**config.mk**
```make
export PLATFORM = sky130hd
export DESIGN_NAME = seven_seg_scanner
export DESIGN_NICKNAME = d
export VERILOG_FILES = /design/src/rtl/display_pkg.sv /design/src/rtl/hexto7seg.sv /design/src/rtl/seven_seg_scanner.sv
export SDC_FILE = /design/constraint.sdc
export NUM_CORES = 1
export LEC_CHECK = 0
export CELL_PAD_IN_SITES_DETAIL_PLACEMENT = 1
export CELL_PAD_IN_SITES_GLOBAL_PLACEMENT = 1
export CORE_ASPECT_RATIO = 1.5
export CORE_UTILIZATION = 37
export DETAILED_ROUTE_END_ITERATION = 10
export PLACE_DENSITY_LB_ADDON = 0.1
export SETUP_SLACK_MARGIN = 0.05
export SKIP_LAST_GASP = 1
export SYNTH_ARGS = -nofsm -noshare
export SYNTH_HDL_FRONTEND = slang
export SYNTH_SLANG_ARGS = --single-unit
export TNS_END_PERCENT = 20
```
**constraint.sdc**
```tcl
create_clock -name clk -period 4.65 [get_ports clk]
set_clock_uncertainty 0.05 [all_clocks]
set_input_delay 0.6975 -clock clk [delete_from_list [all_inputs] [get_ports clk]]
set_output_delay 0.6975 -clock clk [all_outputs]
set_load 0.005 [all_outputs]
```
**src/rtl/display_pkg.sv**
```systemverilog
// Shared types and constants for the multiplexed seven-segment display scanner.
package display_pkg;

  typedef enum logic [1:0] {
    OFF   = 2'd0,
    BLANK = 2'd1,
    ON    = 2'd2
  } state_e;

  localparam logic [7:0] SEG_ALL_OFF = 8'hFF;

  localparam int unsigned DEF_NUM_DIGITS   = 3;
  localparam int unsigned DEF_SCAN_DIV     = 100000;
  localparam int unsigned DEF_BLANK_CYCLES = 1000;

endpackage

```
**src/rtl/hexto7seg.sv**
```systemverilog
// Hex nibble to active-high seven-segment pattern, bit order gfedcba.
module hexto7seg (
  input  logic [3:0] hex,
  output logic [6:0] seg_c
);

  always_comb begin
    seg_c = 7'h00;
    unique case (hex)
      4'h0: seg_c = 7'h3F;
      4'h1: seg_c = 7'h06;
      4'h2: seg_c = 7'h5B;
      4'h3: seg_c = 7'h4F;
      4'h4: seg_c = 7'h66;
      4'h5: seg_c = 7'h6D;
      4'h6: seg_c = 7'h7D;
      4'h7: seg_c = 7'h07;
      4'h8: seg_c = 7'h7F;
      4'h9: seg_c = 7'h6F;
      4'hA: seg_c = 7'h77;
      4'hB: seg_c = 7'h7C;
      4'hC: seg_c = 7'h39;
      4'hD: seg_c = 7'h5E;
      4'hE: seg_c = 7'h79;
      4'hF: seg_c = 7'h71;
      default: seg_c = 7'h00;
    endcase
  end

endmodule

```
**src/rtl/seven_seg_scanner.sv**
```systemverilog
// Time-multiplexed seven-segment driver with blanking between digits and a
// double-buffered display image that only swaps on frame boundaries.
module seven_seg_scanner
  import display_pkg::*;
#(
  parameter int unsigned NUM_DIGITS   = DEF_NUM_DIGITS,
  parameter int unsigned SCAN_DIV     = DEF_SCAN_DIV,
  parameter int unsigned BLANK_CYCLES = DEF_BLANK_CYCLES
) (
  input  logic                    clk,
  input  logic                    rst_n,
  input  logic                    enable,
  input  logic                    upd_valid,
  output logic                    upd_ready,
  input  logic [4*NUM_DIGITS-1:0] upd_value,
  input  logic [NUM_DIGITS-1:0]   upd_dp,
  input  logic [NUM_DIGITS-1:0]   upd_blank,
  output logic [7:0]              seg_n,
  output logic [NUM_DIGITS-1:0]   digit_en_n
);

  localparam int unsigned CNT_W = $clog2(SCAN_DIV);
  localparam int unsigned IDX_W = (NUM_DIGITS > 1) ? $clog2(NUM_DIGITS) : 1;
  localparam int unsigned VAL_W = 4 * NUM_DIGITS;

  typedef struct packed {
    logic [VAL_W-1:0]      value;
    logic [NUM_DIGITS-1:0] dp;
    logic [NUM_DIGITS-1:0] blank;
  } image_t;

  localparam image_t IMAGE_RESET = '{value: '0, dp: '0, blank: '1};

  state_e                state_q, state_d;
  logic [CNT_W-1:0]      cnt_q, cnt_d;
  logic [IDX_W-1:0]      idx_q, idx_d;
  image_t                pend_q, pend_d;
  image_t                shadow_q, shadow_d;
  logic                  pending_q, pending_d;
  logic [7:0]            seg_n_q, seg_n_d;
  logic [NUM_DIGITS-1:0] digit_en_n_q, digit_en_n_d;

  logic       slot_end, last_idx, frame_end, accept, copy;
  logic [3:0] nib_sel;
  logic       dp_sel, blank_sel;
  logic [6:0] dec_seg_c;

  assign slot_end  = (cnt_q == CNT_W'(SCAN_DIV - 1));
  assign last_idx  = (idx_q == IDX_W'(NUM_DIGITS - 1));
  assign frame_end = (state_q == ON) && slot_end && last_idx;
  assign accept    = upd_valid && !pending_q;
  assign copy      = pending_q && (frame_end || (state_q == OFF));

  assign upd_ready  = !pending_q;
  assign seg_n      = seg_n_q;
  assign digit_en_n = digit_en_n_q;

  // State and datapath registers
  always_ff @(posedge clk or negedge rst_n) begin
    if (!rst_n) begin
      state_q      <= OFF;
      cnt_q        <= '0;
      idx_q        <= '0;
      pend_q       <= IMAGE_RESET;
      shadow_q     <= IMAGE_RESET;
      pending_q    <= 1'b0;
      seg_n_q      <= SEG_ALL_OFF;
      digit_en_n_q <= '1;
    end else begin
      state_q      <= state_d;
      cnt_q        <= cnt_d;
      idx_q        <= idx_d;
      pend_q       <= pend_d;
      shadow_q     <= shadow_d;
      pending_q    <= pending_d;
      seg_n_q      <= seg_n_d;
      digit_en_n_q <= digit_en_n_d;
    end
  end

  // Scan sequencing: one slot counter spans the blank and lit phases of a digit
  always_comb begin
    state_d = state_q;
    cnt_d   = cnt_q;
    idx_d   = idx_q;
    unique case (state_q)
      OFF: begin
        cnt_d = '0;
        idx_d = '0;
        if (enable) state_d = BLANK;
      end
      BLANK: begin
        cnt_d = cnt_q + CNT_W'(1);
        if (cnt_q == CNT_W'(BLANK_CYCLES - 1)) state_d = ON;
      end
      ON: begin
        if (slot_end) begin
          state_d = BLANK;
          cnt_d   = '0;
          idx_d   = last_idx ? '0 : idx_q + IDX_W'(1);
        end else begin
          cnt_d = cnt_q + CNT_W'(1);
        end
      end
      default: state_d = OFF;
    endcase
    if (!enable) begin
      state_d = OFF;
      cnt_d   = '0;
      idx_d   = '0;
    end
  end

  // Pending/shadow double buffer; a copy always wins over a new acceptance
  always_comb begin
    pend_d    = pend_q;
    shadow_d  = shadow_q;
    pending_d = pending_q;
    if (copy) begin
      shadow_d  = pend_q;
      pending_d = 1'b0;
    end else if (accept) begin
      pend_d    = '{value: upd_value, dp: upd_dp, blank: upd_blank};
      pending_d = 1'b1;
    end
  end

  always_comb begin
    nib_sel   = 4'h0;
    dp_sel    = 1'b0;
    blank_sel = 1'b1;
    for (int unsigned i = 0; i < NUM_DIGITS; i++) begin
      if (idx_d == IDX_W'(i)) begin
        nib_sel   = shadow_d.value[4*i +: 4];
        dp_sel    = shadow_d.dp[i];
        blank_sel = shadow_d.blank[i];
      end
    end
  end

  hexto7seg u_hexto7seg (
    .hex   (nib_sel),
    .seg_c (dec_seg_c)
  );

  // Outputs are computed from next state so the registered pins line up with state_q
  always_comb begin
    seg_n_d      = SEG_ALL_OFF;
    digit_en_n_d = '1;
    for (int unsigned i = 0; i < NUM_DIGITS; i++) begin
      digit_en_n_d[i] = !((state_d == ON) && (idx_d == IDX_W'(i)));
    end
    if ((state_d == ON) && !blank_sel) seg_n_d = {~dp_sel, ~dec_seg_c};
  end

endmodule

```
Word level (Yosys, flattened, before mapping)
Memory sizes are Yosys's and may differ from the RTL's.
Cells that the tools add are included.
{"block": "word_totals", "reg_bits": 69, "latchBits": 0, "ramBits": 0, "rom_bits": 112, "out_inout_bits": 12, "word_cells": 69, "n_memories": 1}
{"memory": "(no name shown)", "depth": 16, "width": 7, "rd": 1, "rd_clocked_by_memory_dff": 0, "write_ports": 0, "line_no": "hexto7seg.sv:9", "text": "unique case (hex)"}
{"block": "classes", "addsub": 2, "n_mul": 0, "div_mod_pow": 0, "magnitude_cmp": 0, "n_eq_ne": 9, "shift": 0, "mux": 24, "bitwise": 3, "reduce_logical": 18}
{"op": "17-bit case mux with 3 select lines", "count": 1}
{"op": "17-bit two-way mux", "count": 2}
{"op": "18-bit two-way mux", "count": 1}
{"op": "17-bit by 1-bit adder with 17-bit output (second input constant)", "count": 1}
{"op": "17-bit by 10-bit == test with 1-bit output (second input constant)", "count": 1}
{"op": "17-bit == test (second input constant)", "count": 1}
{"op": "2-bit two-way mux", "count": 6}
{"op": "4-bit two-way mux", "count": 3}
{"op": "2-bit == test (second input constant)", "count": 4}
{"op": "1-bit logical AND", "count": 8}
{"op": "1-bit two-way mux", "count": 8}
{"op": "8-bit two-way mux", "count": 1}
{"op": "7-bit NOT", "count": 1}
{"op": "2-bit case mux with 3 select lines", "count": 1}
{"op": "1-bit zero test", "count": 5}
{"op": "2-bit by 1-bit == test with 1-bit output (second input constant)", "count": 2}
{"op": "2-bit zero test", "count": 2}
{"op": "4-bit by 1-bit inequality test with 1-bit output (second input constant)", "count": 1}
{"op": "2-bit case mux with 2 select lines", "count": 1}
{"op": "2-bit by 1-bit adder with 2-bit output (second input constant)", "count": 1}
{"op": "1-bit NOT", "count": 2}
{"op": "2-bit AND reduction", "count": 1}
{"op": "2-bit nonzero test", "count": 1}
{"op": "1-bit logical OR", "count": 1}

Logic depth before layout (Yosys ltp)
{"block": "depth", "depth_word": 12, "ltp_mapped": 15, "mapped_depth_nobuf": 14}

Hierarchy
Synthesis repeated with hierarchy kept, for this count alone.
{"block": "hier_totals", "cells_unflattened": 328, "area_unflattened_um2": 3633.5}
{"mod": "seven_seg_scanner", "instances": 1, "cells_each": 295, "area_each_um2": 3345.7, "seq_area_each_um2": 1747.9}
{"mod": "hexto7seg", "instances": 1, "cells_each": 33, "area_each_um2": 287.8, "seq_area_each_um2": 0.0}

Worst setup path after synthesis
Ideal clock, no wire load.
{"block": "synth_path", "path_type": "flip-flop to flip-flop", "start": "register cnt_q[0]", "end": "register seg_n_q[0] (netlist: seg_n[0])", "setup_time_ns": 0.089, "t_arrival_ns": 3.405, "required_ns": 4.511, "path_slack_ns": 1.106, "path_stages_with_launch": 15, "path_buffers": 2, "synth_period_minus_slack_ns": 3.544, "cell_sequence": "dfrtp_1 ha_1 nand4_1 or4_4 o22ai_2 buf_6 buf_12 mux2i_1 o221ai_1 o21ai_1 inv_1 ha_1 or4_1 nand4_1 o31ai_1"}
{"block": "synth_via", "elab_chain_cells": 12, "elab_cells_between_ends": 29, "cone_classes": "5 x eq/ne; 15 x mux; 1 x bitwise; 7 x reduce/logical; 1 x memory"}
{"item": "start, declared", "line_no": "seven_seg_scanner.sv:35", "text": "logic [CNT_W-1:0] cnt_q, cnt_d;"}
{"item": "start signal, assigned", "line_no": "seven_seg_scanner.sv:71", "text": "cnt_q <= cnt_d;"}
{"item": "branches (longest 11 deep; another with memory read 16 x 7 bit)"}
{"item": "8-bit two-way mux *", "line_no": "seven_seg_scanner.sv:153", "text": "if ((state_d == ON) && !blank_sel) seg_n_d = {~dp_sel, ~dec_seg_c};"}
{"item": "net seg_n_d[0]", "line_no": "seven_seg_scanner.sv:40", "text": "logic [7:0] seg_n_q, seg_n_d;"}
{"item": "end signal, assigned", "line_no": "seven_seg_scanner.sv:76", "text": "seg_n_q <= seg_n_d;"}
{"item": "end, declared", "line_no": "seven_seg_scanner.sv:40"}
Mark *: on every way through the listed nets, which the timed path passes.
A chain may end at the register's enable or synchronous reset.

Worst setup path after layout
Same ends and word-level chain as after synthesis.

==> results.json <==
{
  "dp_hpwl_mm": 5.777,
  "synthesis.area_sq_um": 3442,
  "most-common-layout-cells": "dfrtp_1 (52), clkdlybuf4s50_1 (32), nor2_1 (23), inv_1 (22), mux2_2 (22)",
  "worstSetupEndpoint": "seg_n[0]$_DFF_PN1_",
  "rsz0062_at_grt": "false",
  "drive_above_1_share_pct": 20.51,
  "cp.arrival_ns": 4.46,
  "portBuffers": 33,
  "die_h_um": 120.1,
  "clock_path_buffers": 2,
  "synth_fa_ha_area_share_pct": 3.999,
  "critPathBufInv": 1,
  "hp-class": "primary input to async pin",
  "syn_inst": 310,
  "via_per_inst": 5.333,
  "num_vias": 2485,
  "yosysTopAreaCell": "dfrtp_1",
  "cts_tree": "done",
  "cts.reportedPaths.clkPinSlew_ns": 0.06,
  "ant_nets": 0,
  "cp_max_fo": 10,
  "synth_mux_area_share_pct": 11.85,
  "synth_area_leaders": "dfrtp_1 (38%), dfstp_2 (13%), mux2_2 (7.2%)",
  "fmax_mhz": 234.8,
  "diodes": 0,
  "pre_cts_slack_ns": 0.4412,
  "ys_seq_area_share_pct": 50.78,
  "clkLatencyLatePin_ns": 0.34,
  "period_share_pct": 91.59,
  "synth_warnings": 0,
  "worstSetupEndpointType": "flip-flop",
  "crit_required_ns": 4.85,
  "synth_edf_count": 0,
  "initial_core_util_pct": 38.53,
  "drc": 0,
  "async_reset_ff_share_pct": 100.0,
  "gr-total-overflow": 0,
  "cts_hold_buf": 0,
  "multiInputGateArea_sq_um": 1538,
  "startpoint": "cnt_q[0]$_DFFE_PN0P_",
  "power_density_nw_per_um2": 486.7,
  "postCtsSetupBuffers": 0,
  "synthXorXnorAreaFrac_pct": 1.781,
  "finalSetupTns_ns": 0,
  "drv_cap": 0,
  "nets": 384,
  "p_leak_nw": 1.762,
  "critPathMaxStageDelay_ns": 0.63,
  "wirelength_mm": 7.962,
  "cp_slowest_cell": "o21ai_0",
  "synth_cell_types": 57,
  "synth_nets": 343,
  "seqCellArea_sq_um": 1748,
  "wl_per_cell_um": 17.09,
  "antenna_found_initial": 0,
  "path_common_cell": "nand4_1",
  "synth_compound_area_share_pct": 11.85,
  "relSlewSlack_pct": 46.58,
  "cts_buffers": 9,
  "cts_sinks": 69,
  "ys_seq_elements": 69,
  "hold_viol": 0,
  "worst-path-stages": 12,
  "final_cells": 466,
  "worst_pin_slew_ns": 0.8014,
  "io_pins": 34,
  "r2r_setup_slack_ns": 0.39,
  "coreArea_sq_um": 8934,
  "cts-root-buf": "clkbuf_16",
  "die_w_um": 80.75,
  "first_iter_violations": 108,
  "timing.rr.end": "seg_n[0]$_DFF_PN1_",
  "area_delta_synth_final_pct": 21.92,
  "fillerInstances": 975,
  "routabilityCongestion": 0.7832,
  "grt_pass1_vias": 2701,
  "power_mw": 2.042,
  "dr.pass1.iters": 4,
  "r2r-start": "cnt_q[0]$_DFFE_PN0P_",
  "htreeDepth": 3,
  "crit_chain": "ha_1 -> nand4_1 -> or4_4 -> o22ai_2 -> mux2i_1 -> o22ai_1 -> o21ai_0 -> ha_1 -> inv_1 -> nand4_1 -> nand4_1 -> o31ai_1",
  "critPathKind": "flip-flop to flip-flop",
  "startpoint_type": "flip-flop",
  "placedCellCount": 450,
  "status": "finished clean",
  "r2r_cells": 12,
  "grt_use_total_pct": 19.15,
  "grt_max_degree": 36,
  "setup_viol_count_final": 0,
  "final_common_cell": "dfrtp_1",
  "slew_violations": 0,
  "crit_family": "compound AO/OA/AOI/OAI gates",
  "cts_resized": 0,
  "period_needed_ns": 4.259,
  "die_area_sq_um": 9701,
  "netlist.area_leader.share_pct": 37.80,
  "ir_worst_vdd_v": 0.0003013,
  "postSynthAreaPerCell_sq_um": 11.10,
  "grt_first_pass_wirelength_mm": 13.60,
  "ys.flop_type": "dfrtp_1",
  "synth_top_family_by_area": "simple AND/OR/NAND/NOR gates",
  "synth-simple-area-share_pct": 15.19,
  "layout_setup_ws_ns": 0.3913,
  "num_rows": 42
}
[per-layer routing]
layer / up-vias / global-route usage [%] / part of all wire [%]
met2: 32 / 33.79 / 55
met3: 8 / 4.791 / 3.0
met1: 1246 / 21.82 / 40
li1: 1199 / - / -
met5: - / 0 / 0
met4: 0 / 6.920 / 1.3
[cells in the mapped netlist (all sizes together) (6+ instances only)]
cell type,count
nand3,12
o22ai,7
clkbuf,6
inv,22
dfstp,17
dfrtp,52
nand2,17
a21oi,9
nand4,9
mux2i,16
ha,11
xor2,6
nor2,23
mux2,22
o21ai,15
[where the power goes]
group          switching (mW)  internal, mW  leakage [nW]
Sequential             0.0560         0.756         0.833
Clock                   0.266         0.433         0.142
Combinational           0.296         0.236         0.787
Total                   0.618          1.42          1.76
[state kept, by name, indices dropped and copies added (netlist names)]
register    count
state_q         2
seg_n           8
digit_en_n      3
idx_q           2
shadow_q       18
pending_q       1
pend_q         18
cnt_q          17
[worst min-delay path by stage]
stage,start,endpoint,slack [ns]
6_report,rst_n,pend_q[5]$_DFFE_PN0P_,0.40
3_3_place_gp,shadow_q[11]$_DFF_PN0_,shadow_q[11]$_DFF_PN0_,0.41
2_1_floorplan,rst_n,cnt_q[0]$_DFFE_PN0P_,0.35
4_1_cts,rst_n,pend_q[5]$_DFFE_PN0P_,0.42
5_1_grt,rst_n,pend_q[5]$_DFFE_PN0P_,0.45
3_5_place_dp,shadow_q[4]$_DFF_PN0_,shadow_q[4]$_DFF_PN0_,0.42
[area by class of cell]
| class | count | share of cell area, % |
|---|---|---|
| Clock inverter | 6 | 1.670 |
| Sequential cell | 69 | 41.65 |
| Timing Repair Buffer | 40 | 9.004 |
| Tap cell | 110 | 3.280 |
| Inverter | 23 | 2.057 |
| Clock buffer | 10 | 5.695 |
| Multi-Input combinational cell | 208 | 36.64 |
[cell families (layout without fill, tap and decap cells)]
group / Yosys count / after routing
adders and majority gates: 11 / 11
xor gates and xnor gates: 7 / 7
and+or+nand+nor: 95 / 95
buffers and inverters: 33 / 79
DFF: 69 / 69
AOI/OAI and AO/OA: 57 / 57
muxes: 38 / 38
[per-stage QoR]
stage,area [sq um],hold WS (ns),utilization [%]
after floorplan,3442,0.3519,-
after global placement,3887,0.4090,43.52
after detailed placement,3887,0.4235,43.52
after CTS,4197,0.4176,46.97
after global routing,4197,0.4465,46.97
final,4197,0.3966,46.97
[worst reg2reg max path: cells and delay by family (launching register included)]
family / cells / cell delay [ns]
muxes: 1 / 0.32
AOI/OAI and AO/OA: 4 / 1.50
and+or+nand+nor: 4 / 1.13
buffers and inverters: 1 / 0.12
DFF: 1 / 0.40
adders and majority gates: 2 / 0.65
Note: power is estimated with default switching activity, not from simulation.
